==> config.mk <==
export PLATFORM = sky130hd
export DESIGN_NAME = cmd_physical
export DESIGN_NICKNAME = d
export VERILOG_FILES = /design/src/rtl/cmd_physical_pkg.sv /design/src/rtl/cmd_crc7.sv /design/src/rtl/cmd_physical.sv
export SDC_FILE = /design/constraint.sdc
export NUM_CORES = 1
export LEC_CHECK = 0
export ABC_AREA = 1
export ABC_CLOCK_PERIOD_IN_PS = 7530
export CORE_ASPECT_RATIO = 0.5
export CORE_MARGIN = 1
export CORE_UTILIZATION = 40
export DETAILED_ROUTE_END_ITERATION = 7
export GPL_ROUTABILITY_DRIVEN = 0
export GPL_TIMING_DRIVEN = 0
export PLACE_DENSITY_LB_ADDON = 0.08
export SETUP_SLACK_MARGIN = 0.2
export SLEW_MARGIN = 20
export SYNTH_ARGS = -nofsm -noshare
export SYNTH_HDL_FRONTEND = slang
export SYNTH_SLANG_ARGS = --single-unit
==> constraint.sdc <==
create_clock -name CLK_SD -period 7.53 [get_ports CLK_SD]
set_clock_uncertainty 0.05 [all_clocks]
set_input_delay 1.506 -clock CLK_SD [delete_from_list [all_inputs] [get_ports CLK_SD]]
set_output_delay 1.506 -clock CLK_SD [all_outputs]
set_load 0.005 [all_outputs]
==> src/rtl/cmd_physical_pkg.sv <==
// Shared constants, one-hot state encoding and the CRC7 step for the SD CMD line PHY.
package cmd_physical_pkg;

  localparam int FRAME_W = 48;
  localparam int CMD_W   = 38;
  localparam int HDR_W   = 40;
  localparam int BIT_W   = 6;
  localparam logic [6:0] CRC7_POLY = 7'h09;  // x^7 + x^3 + 1

  typedef enum logic [5:0] {
    ST_IDLE      = 6'b000001,
    ST_SEND      = 6'b000010,
    ST_WAIT_RESP = 6'b000100,
    ST_RECEIVE   = 6'b001000,
    ST_HANDOFF   = 6'b010000,
    ST_RELEASE   = 6'b100000
  } state_t;

  function automatic logic [6:0] crc7_step(input logic [6:0] crc, input logic din);
    logic fb;
    fb = din ^ crc[6];
    return {crc[5:0], 1'b0} ^ (fb ? CRC7_POLY : 7'h00);
  endfunction

endpackage

==> src/rtl/cmd_crc7.sv <==
// Serial CRC7 accumulator: clear has priority, then one data bit per enabled cycle.
module cmd_crc7
  import cmd_physical_pkg::*;
(
  input  logic       CLK_SD,
  input  logic       reset,
  input  logic       clear,
  input  logic       enable,
  input  logic       data,
  output logic [6:0] crc
);

  logic [6:0] crc_reg;

  always_ff @(posedge CLK_SD) begin
    if (reset || clear) begin
      crc_reg <= '0;
    end else if (enable) begin
      crc_reg <= crc7_step(crc_reg, data);
    end
  end

  assign crc = crc_reg;

endmodule

==> src/rtl/cmd_physical.sv <==
// SD CMD line PHY: frames a command with CRC7, shifts it out, captures the 48-bit response.
// Optional receive CRC check enabled by defining CMD_PHY_CRC_CHECK_EN.
module cmd_physical
  import cmd_physical_pkg::*;
#(
  parameter int RESP_TIMEOUT = 64
) (
  input  logic                CLK_SD,
  input  logic                reset,
  input  logic                REQ_in,
  input  logic                ACK_in,
  input  logic [CMD_W-1:0]    cmd_to_send,
  input  logic                cmd_in,
  output logic                cmd_out,
  output logic                cmd_oe,
  output logic                ACK_out,
  output logic                REQ_out,
  output logic [FRAME_W-1:0]  cmd_response,
  output logic                timeout_error,
  output logic                crc_error,
  output logic                physical_inactive
);

  localparam int TW = (RESP_TIMEOUT > 1) ? $clog2(RESP_TIMEOUT) : 1;
  localparam logic [TW-1:0] WAIT_LAST = TW'(RESP_TIMEOUT - 1);

  state_t               state_reg, state_next;
  logic [CMD_W-1:0]     cmd_reg, cmd_next;
  logic [BIT_W-1:0]     bit_cnt_reg, bit_cnt_next;
  logic [TW-1:0]        wait_cnt_reg, wait_cnt_next;
  logic [FRAME_W-2:0]   rx_shift_reg, rx_shift_next;
  logic                 cmd_out_reg, cmd_out_next;
  logic                 cmd_oe_reg, cmd_oe_next;
  logic                 ack_out_reg, ack_out_next;
  logic                 req_out_reg, req_out_next;
  logic [FRAME_W-1:0]   resp_reg, resp_next;
  logic                 timeout_reg, timeout_next;
  logic                 crc_err_reg, crc_err_next;
  logic                 inactive_reg;

  logic                 tx_clear, tx_en, tx_din;
  logic [6:0]           tx_crc;
  logic [BIT_W-1:0]     load_idx;
  logic [HDR_W-1:0]     hdr;
  logic                 next_bit;

  // The start bit is 0 and the CRC starts at 0, so clearing at acceptance equals absorbing bit 47.
  cmd_crc7 u_tx_crc (
    .CLK_SD (CLK_SD),
    .reset  (reset),
    .clear  (tx_clear),
    .enable (tx_en),
    .data   (tx_din),
    .crc    (tx_crc)
  );

`ifdef CMD_PHY_CRC_CHECK_EN
  logic       rx_clear, rx_en, rx_din;
  logic [6:0] rx_crc;

  cmd_crc7 u_rx_crc (
    .CLK_SD (CLK_SD),
    .reset  (reset),
    .clear  (rx_clear),
    .enable (rx_en),
    .data   (rx_din),
    .crc    (rx_crc)
  );
`endif

  // Bit about to be loaded onto the line; the CRC absorbs it in the same cycle.
  always_comb begin
    load_idx = bit_cnt_reg - 6'd1;
    hdr      = {2'b01, cmd_reg};
    next_bit = 1'b1;
    if (load_idx >= 6'd8) begin
      next_bit = hdr[load_idx - 6'd8];
    end else if (load_idx != 6'd0) begin
      next_bit = tx_crc[load_idx[2:0] - 3'd1];
    end
  end

  always_comb begin
    state_next    = state_reg;
    cmd_next      = cmd_reg;
    bit_cnt_next  = bit_cnt_reg;
    wait_cnt_next = wait_cnt_reg;
    rx_shift_next = rx_shift_reg;
    cmd_out_next  = cmd_out_reg;
    cmd_oe_next   = cmd_oe_reg;
    ack_out_next  = ack_out_reg;
    req_out_next  = req_out_reg;
    resp_next     = resp_reg;
    timeout_next  = timeout_reg;
    crc_err_next  = crc_err_reg;
    tx_clear      = 1'b0;
    tx_en         = 1'b0;
    tx_din        = 1'b0;
`ifdef CMD_PHY_CRC_CHECK_EN
    rx_clear      = 1'b0;
    rx_en         = 1'b0;
    rx_din        = cmd_in;
`endif

    case (state_reg)
      ST_IDLE: begin
        cmd_oe_next  = 1'b0;
        cmd_out_next = 1'b1;
        if (REQ_in) begin
          cmd_next     = cmd_to_send;
          timeout_next = 1'b0;
          crc_err_next = 1'b0;
          ack_out_next = 1'b1;
          cmd_oe_next  = 1'b1;
          cmd_out_next = 1'b0;
          bit_cnt_next = 6'd47;
          tx_clear     = 1'b1;
          state_next   = ST_SEND;
        end
      end

      ST_SEND: begin
        if (bit_cnt_reg == 6'd0) begin
          cmd_oe_next   = 1'b0;
          cmd_out_next  = 1'b1;
          wait_cnt_next = '0;
          state_next    = ST_WAIT_RESP;
        end else begin
          cmd_out_next = next_bit;
          bit_cnt_next = load_idx;
          tx_en        = (load_idx >= 6'd8);
          tx_din       = next_bit;
        end
      end

      ST_WAIT_RESP: begin
        if (!cmd_in) begin
          rx_shift_next = '0;
          bit_cnt_next  = 6'd46;
          state_next    = ST_RECEIVE;
`ifdef CMD_PHY_CRC_CHECK_EN
          rx_clear      = 1'b1;
`endif
        end else if (wait_cnt_reg == WAIT_LAST) begin
          timeout_next = 1'b1;
          state_next   = ST_RELEASE;
        end else begin
          wait_cnt_next = wait_cnt_reg + 1'b1;
        end
      end

      ST_RECEIVE: begin
`ifdef CMD_PHY_CRC_CHECK_EN
        rx_en = (bit_cnt_reg >= 6'd8);
`endif
        if (bit_cnt_reg == 6'd0) begin
          resp_next  = {rx_shift_reg, cmd_in};
          state_next = ST_HANDOFF;
        end else begin
          rx_shift_next = {rx_shift_reg[FRAME_W-3:0], cmd_in};
          bit_cnt_next  = bit_cnt_reg - 6'd1;
        end
      end

      ST_HANDOFF: begin
        if (!req_out_reg) begin
          req_out_next = 1'b1;
`ifdef CMD_PHY_CRC_CHECK_EN
          crc_err_next = (rx_crc != resp_reg[7:1]);
`endif
        end else if (ACK_in) begin
          req_out_next = 1'b0;
          state_next   = ST_RELEASE;
        end
      end

      ST_RELEASE: begin
        if (!REQ_in) begin
          ack_out_next = 1'b0;
          state_next   = ST_IDLE;
        end
      end

      default: state_next = ST_IDLE;
    endcase
  end

  always_ff @(posedge CLK_SD) begin
    inactive_reg <= reset;
    if (reset) begin
      state_reg    <= ST_IDLE;
      cmd_reg      <= '0;
      bit_cnt_reg  <= '0;
      wait_cnt_reg <= '0;
      rx_shift_reg <= '0;
      cmd_out_reg  <= 1'b1;
      cmd_oe_reg   <= 1'b0;
      ack_out_reg  <= 1'b0;
      req_out_reg  <= 1'b0;
      resp_reg     <= '0;
      timeout_reg  <= 1'b0;
      crc_err_reg  <= 1'b0;
    end else begin
      state_reg    <= state_next;
      cmd_reg      <= cmd_next;
      bit_cnt_reg  <= bit_cnt_next;
      wait_cnt_reg <= wait_cnt_next;
      rx_shift_reg <= rx_shift_next;
      cmd_out_reg  <= cmd_out_next;
      cmd_oe_reg   <= cmd_oe_next;
      ack_out_reg  <= ack_out_next;
      req_out_reg  <= req_out_next;
      resp_reg     <= resp_next;
      timeout_reg  <= timeout_next;
      crc_err_reg  <= crc_err_next;
    end
  end

  assign cmd_out           = cmd_out_reg;
  assign cmd_oe            = cmd_oe_reg;
  assign ACK_out           = ack_out_reg;
  assign REQ_out           = req_out_reg;
  assign cmd_response      = resp_reg;
  assign timeout_error     = timeout_reg;
  assign crc_error         = crc_err_reg;
  assign physical_inactive = inactive_reg;

endmodule

======== Word-level counts from Yosys, hierarchy flattened ========
Cells that the tools add are included.
operators by class
  add/sub/neg operators ................... 4
  magnitude comparators ................... 3
  eq/ne operators ......................... 20
  muxes and demuxes ....................... 47
  bitwise gates (word level) .............. 2
  reduce and logical (&&, ||, !) cells .... 19
operators by type and width
  kind                                                               number
  2-to-1 mux 47 bit                                                  2
  case mux 47 bit (2 select lines)                                   1
  2-to-1 mux 6 bit                                                   14
  case mux 6 bit (6 select lines)                                    1
  != test 2 bit, second input constant                               12
  2-to-1 mux 1 bit                                                   20
  case mux 6 bit (3 select lines)                                    1
  == test 6 bit, second input constant                               2
  case mux 6 bit (2 select lines)                                    1
  AND reduction 4 bit                                                3
  nonzero test 2 bit                                                 5
  case mux 1 bit (2 select lines)                                    4
  < comparator 6 x 7 -> 1 bit, second input constant                 1
  AND reduction 7 bit                                                1
  XOR 7 bit                                                          1
  adder 6 x 1 -> 6 bit, second input constant                        1
  binary-select mux 1 bit (select 6 bit)                             1
  == test 6 x 1 -> 1 bit, second input constant                      1
  == test 6 x 2 -> 1 bit, second input constant                      1
  == test 6 x 3 -> 1 bit, second input constant                      1
  == test 6 x 4 -> 1 bit, second input constant                      1
  == test 6 x 5 -> 1 bit, second input constant                      1
  greater-or-equal comparator 6 x 4 -> 1 bit, second input constant  1
  logical NOT 6 bit                                                  1
  14 further kinds                                                   17
word-level totals
  register bits ........................... 164
  bits of input ports ..................... 43
  word-level logic and storage cells ...... 108

======== Logic depth before layout (Yosys ltp) ========
  depth in word-level cells ............... 11
  gate-level depth with buffers ........... 23
  depth with buffers taken out ............ 21

======== Hierarchy ========
From an unflattened synthesis, not the netlist that was laid out.
unflattened totals
  cell total of the unflattened synthesis .. 920
  area total of the unflattened synthesis .. 6726.5 µm²
modules (own cells, without submodules)
  module        instances  cells an instance  area each (µm²)  sequential area each (µm²)
  cmd_physical  1          879                6423.7           3143.0
  cmd_crc7      1          41                 302.8            140.1

======== Least setup slack after synthesis ========
Ideal clock, no wire load.
  path kind ............................... register -> register
  start point ............................. reg bit_cnt_reg[0]
  end point ............................... reg u_tx_crc.crc_reg[3], in the netlist u_tx_crc.crc[3]
  setup time .............................. 0.109 ns
  data arrival time ....................... 2.453 ns
  data required time ...................... 7.371 ns
  path slack .............................. 4.919 ns
  stages on the path, launching flop included .. 22
  buffers on the path ..................... 2
  period minus slack after synthesis ...... 2.611 ns
  path through ............................ dfxtp_1 > buf_6 > inv_8 > buf_2 > ha_1 > nand2_1 > xor2_1 > inv_1 > ha_1 > inv_1 > nor2_2 > nand3_1 > a21oi_1 > nand2_1 > nand2_1 > nand2_1 > nand2_1 > nand2_1 > nand2_1 > nand3_1 > nand2_1 > inv_1
on the way
  longest elaborated chain between the ends .. 11
ends and longest elaborated chain
  element                                                             line                 text
  start: declaration                                                  cmd_physical.sv:29   logic [BIT_W-1:0] bit_cnt_reg, bit_cnt_next;
  start signal: assignment                                            cmd_physical.sv:206  bit_cnt_reg <= bit_cnt_next;
  branches (longest 11 deep; another with subtractor 6 x 1 -> 6 bit)  n/a
  end signal: assignment                                              cmd_crc7.sv:19       crc_reg <= crc7_step(crc_reg, data);
  end: declaration                                                    cmd_crc7.sv:13       logic [6:0] crc_reg;
Several ways; the timed one is not identified. The select of a mux whose other input is x is not followed.
A chain may end at the register's enable or synchronous reset.

==> reports/metrics.cfg <==
[status]
status = finished clean

[clock_tree]
clk_pin_slew_worst_paths_ns = 0.07
cts_root_buf = clkbuf_16
cts.sinks = 164
cts_buffers = 17
cts_max_level = 4
clockBufferDepth = 2
cts_resized = 0
cts_setup_buffers = 0
clk_latency_ns = 0.43
cts_hold_buf = 0
cts_tree = done

[global_route]
grt_pass1_wl_um = 27800
grt_start_max_net_pins = 19
grt-ovfl-total = 0
grt_antenna_before_repair = 0
grtUsageTotal_pct = 20.4
grt_pass1_vias = 5666

[timing]
slew_headroom_pct = 60.8
rsz0062_at_grt = no
finalHoldViolCount = 0
hold_slack_ns = 0.415
final_max_slew_viol_count = 0
min_period_ns = 3.19
fin_tns_setup_ns = 0
fmax_mhz = 313
tightest_slew_ns = 0.588
setup_viol = 0
finalCritPeriodShare_pct = 42.4
finalWorstSetupSlack_ns = 4.34

[critical_path]
worstPathRequired_ns = 7.84
crit_slowest_cell = clkbuf_1
crit_chain = clkdlybuf4s50_1 > clkbuf_1 > inv_1 > clkbuf_1 > clkbuf_1 > o21ai_0 > nor2_1
path_class = input pin to flop
cp_top_family = buffers and inverters
cp_common_cell = clkbuf_1
worstSetupStartpointType = input pin
max_stage_delay_ns = 0.46
critPathMaxFanout = 10
cp-end-kind = flop
cp_data_arrival_time_ns = 3.51
crit_buf_inv = 5

[pwr]
peakVddDrop_mv = 0.159
powerDensity_nw_per_um2 = 327
p_total_mw = 2.81
p_leak_nw = 3.25

[finish]
finalNetCount = 1081
antenna_cells = 0
largest_reg_flops = 48
area_growth_pct = 27.1
final_util_pct = 52.3
drive_above_1_share_pct = 8.03

[routing]
firstDrtPassIters = 5
wl_um = 17100
route.detailed.drc = 0
via_per_inst = 4.92
num_vias = 6266
avgRoutedWirePerCell_um = 13.4
drtIter0Drc = 378
postRouteAntennaNets = 0

[placed_design]
post-place-ws_ns = 3.87
io_buffers = 96
hpwl_um = 12100

[flow_run]
maxCapViolCount = 0

[yosys]
synth_cells = 918
synth_seq_area_share_pct = 48.5
synth-edff-count = 0
netlist_area_um2 = 6760
yosysMostFrequentCell = nor2_1
synth_common_cells = 188 x nor2_1, 164 x dfxtp_1, 138 x nand2_1
synth-seq-cells = 164
yosys-top-cells-area = dfxtp_1 49%, nor2_1 10%, nand2_1 7.7%, o21ai_0 7.1%, nand3_1 6.8%
async_flop_share_pct = 0
yosysTopAreaCellShare_pct = 48.5
ys.flop_type = dfxtp_1
yosys.area.top_type = dfxtp_1
yosys.cell_types.count = 34
syn_nets = 966
avgSynthCellArea_um2 = 7.37
ys_warn_count = 0

[die]
io_pins = 98
dieArea_um2 = 17500
rows = 33
die_h_um = 93.9
fp.dieW_um = 186
coreArea_um2 = 16400
initial_core_util_pct = 41.2

[hold_path]
hold_class = flop to flop

## where the power goes
group	switching [mW]	leakage, nW	total, mW	internal (mW)
registers	0.0622	1.33	1.03	0.968
logic	0.601	1.63	0.923	0.322
clock network	0.410	0.286	0.854	0.444
total	1.07	3.25	2.81	1.73
## per-stage QoR
step                std cells  area, um2
floorplan                 918       6760
global route             1273       8590
CTS                      1273       8590
finish                   1273       8590
detailed placement       1241       8010
global placement         1241       8010
## cell families after synthesis
group           Yosys count  synth area share, %
compound gates          190                 14.6
xor+xnor                  4                0.518
fa+ha+maj                 5                0.925
buf+inv                 107                 7.10
flops                   164                 48.5
other cells               1               0.0555
simple gates            447                 28.2
## cell type report
type	instances	area (um2)
well taps	227	284
flip-flops and latches	164	3280
clock buffers	17	425
multi-input cells	647	3000
plain buffers	58	289
repair buffers	96	961
clock inverters	15	161
inverters	49	191
fillers	1677	7840
## worst reg2reg max path: cells and delay by family, from the launching register on
family	cells	cell delay (ns)
xor gates and xnor gates	1	0.35
adders and majority gates	2	0.53
buffers and inverters	6	0.67
DFF	1	0.33
and+or+nand+nor	14	1.03
## cell usage in the layout (no fill, tap or decap), types with 6 or more instances in the layout
cell / n
clkdlybuf4s50_1: 96
inv_1: 43
nand4_1: 6
clkbuf_16: 17
o21ai_1: 7
buf_4: 6
inv_8: 6
buf_2: 15
nor2_1: 188
a21oi_1: 74
o21ai_0: 96
dfxtp_1: 164
nand3_1: 92
nand2_1: 138
nand2_2: 6
clkbuf_1: 33
## path summary, 6_finish.rpt
kind / from / to / slack (ns) / depth (start not counted)
min: timeout_error / timeout_error / 0.41 / 2
max: reset / cmd_response[23] / 4.34 / 7
max reg2reg: bit_cnt_reg[0] / u_tx_crc.crc[3] / 4.49 / 23
min reg2reg: timeout_error / timeout_error / 0.41 / 2
## per-layer routing
layer	vias up	GRT usage, %	part of all wire (%)
met4	0	4.71	0.63
met5	-	0	0
met3	9	4.88	5.4
met1	2874	28.3	51
li1	3247	-	-
met2	136	32.0	43
(Power assumes the default switching activity.)
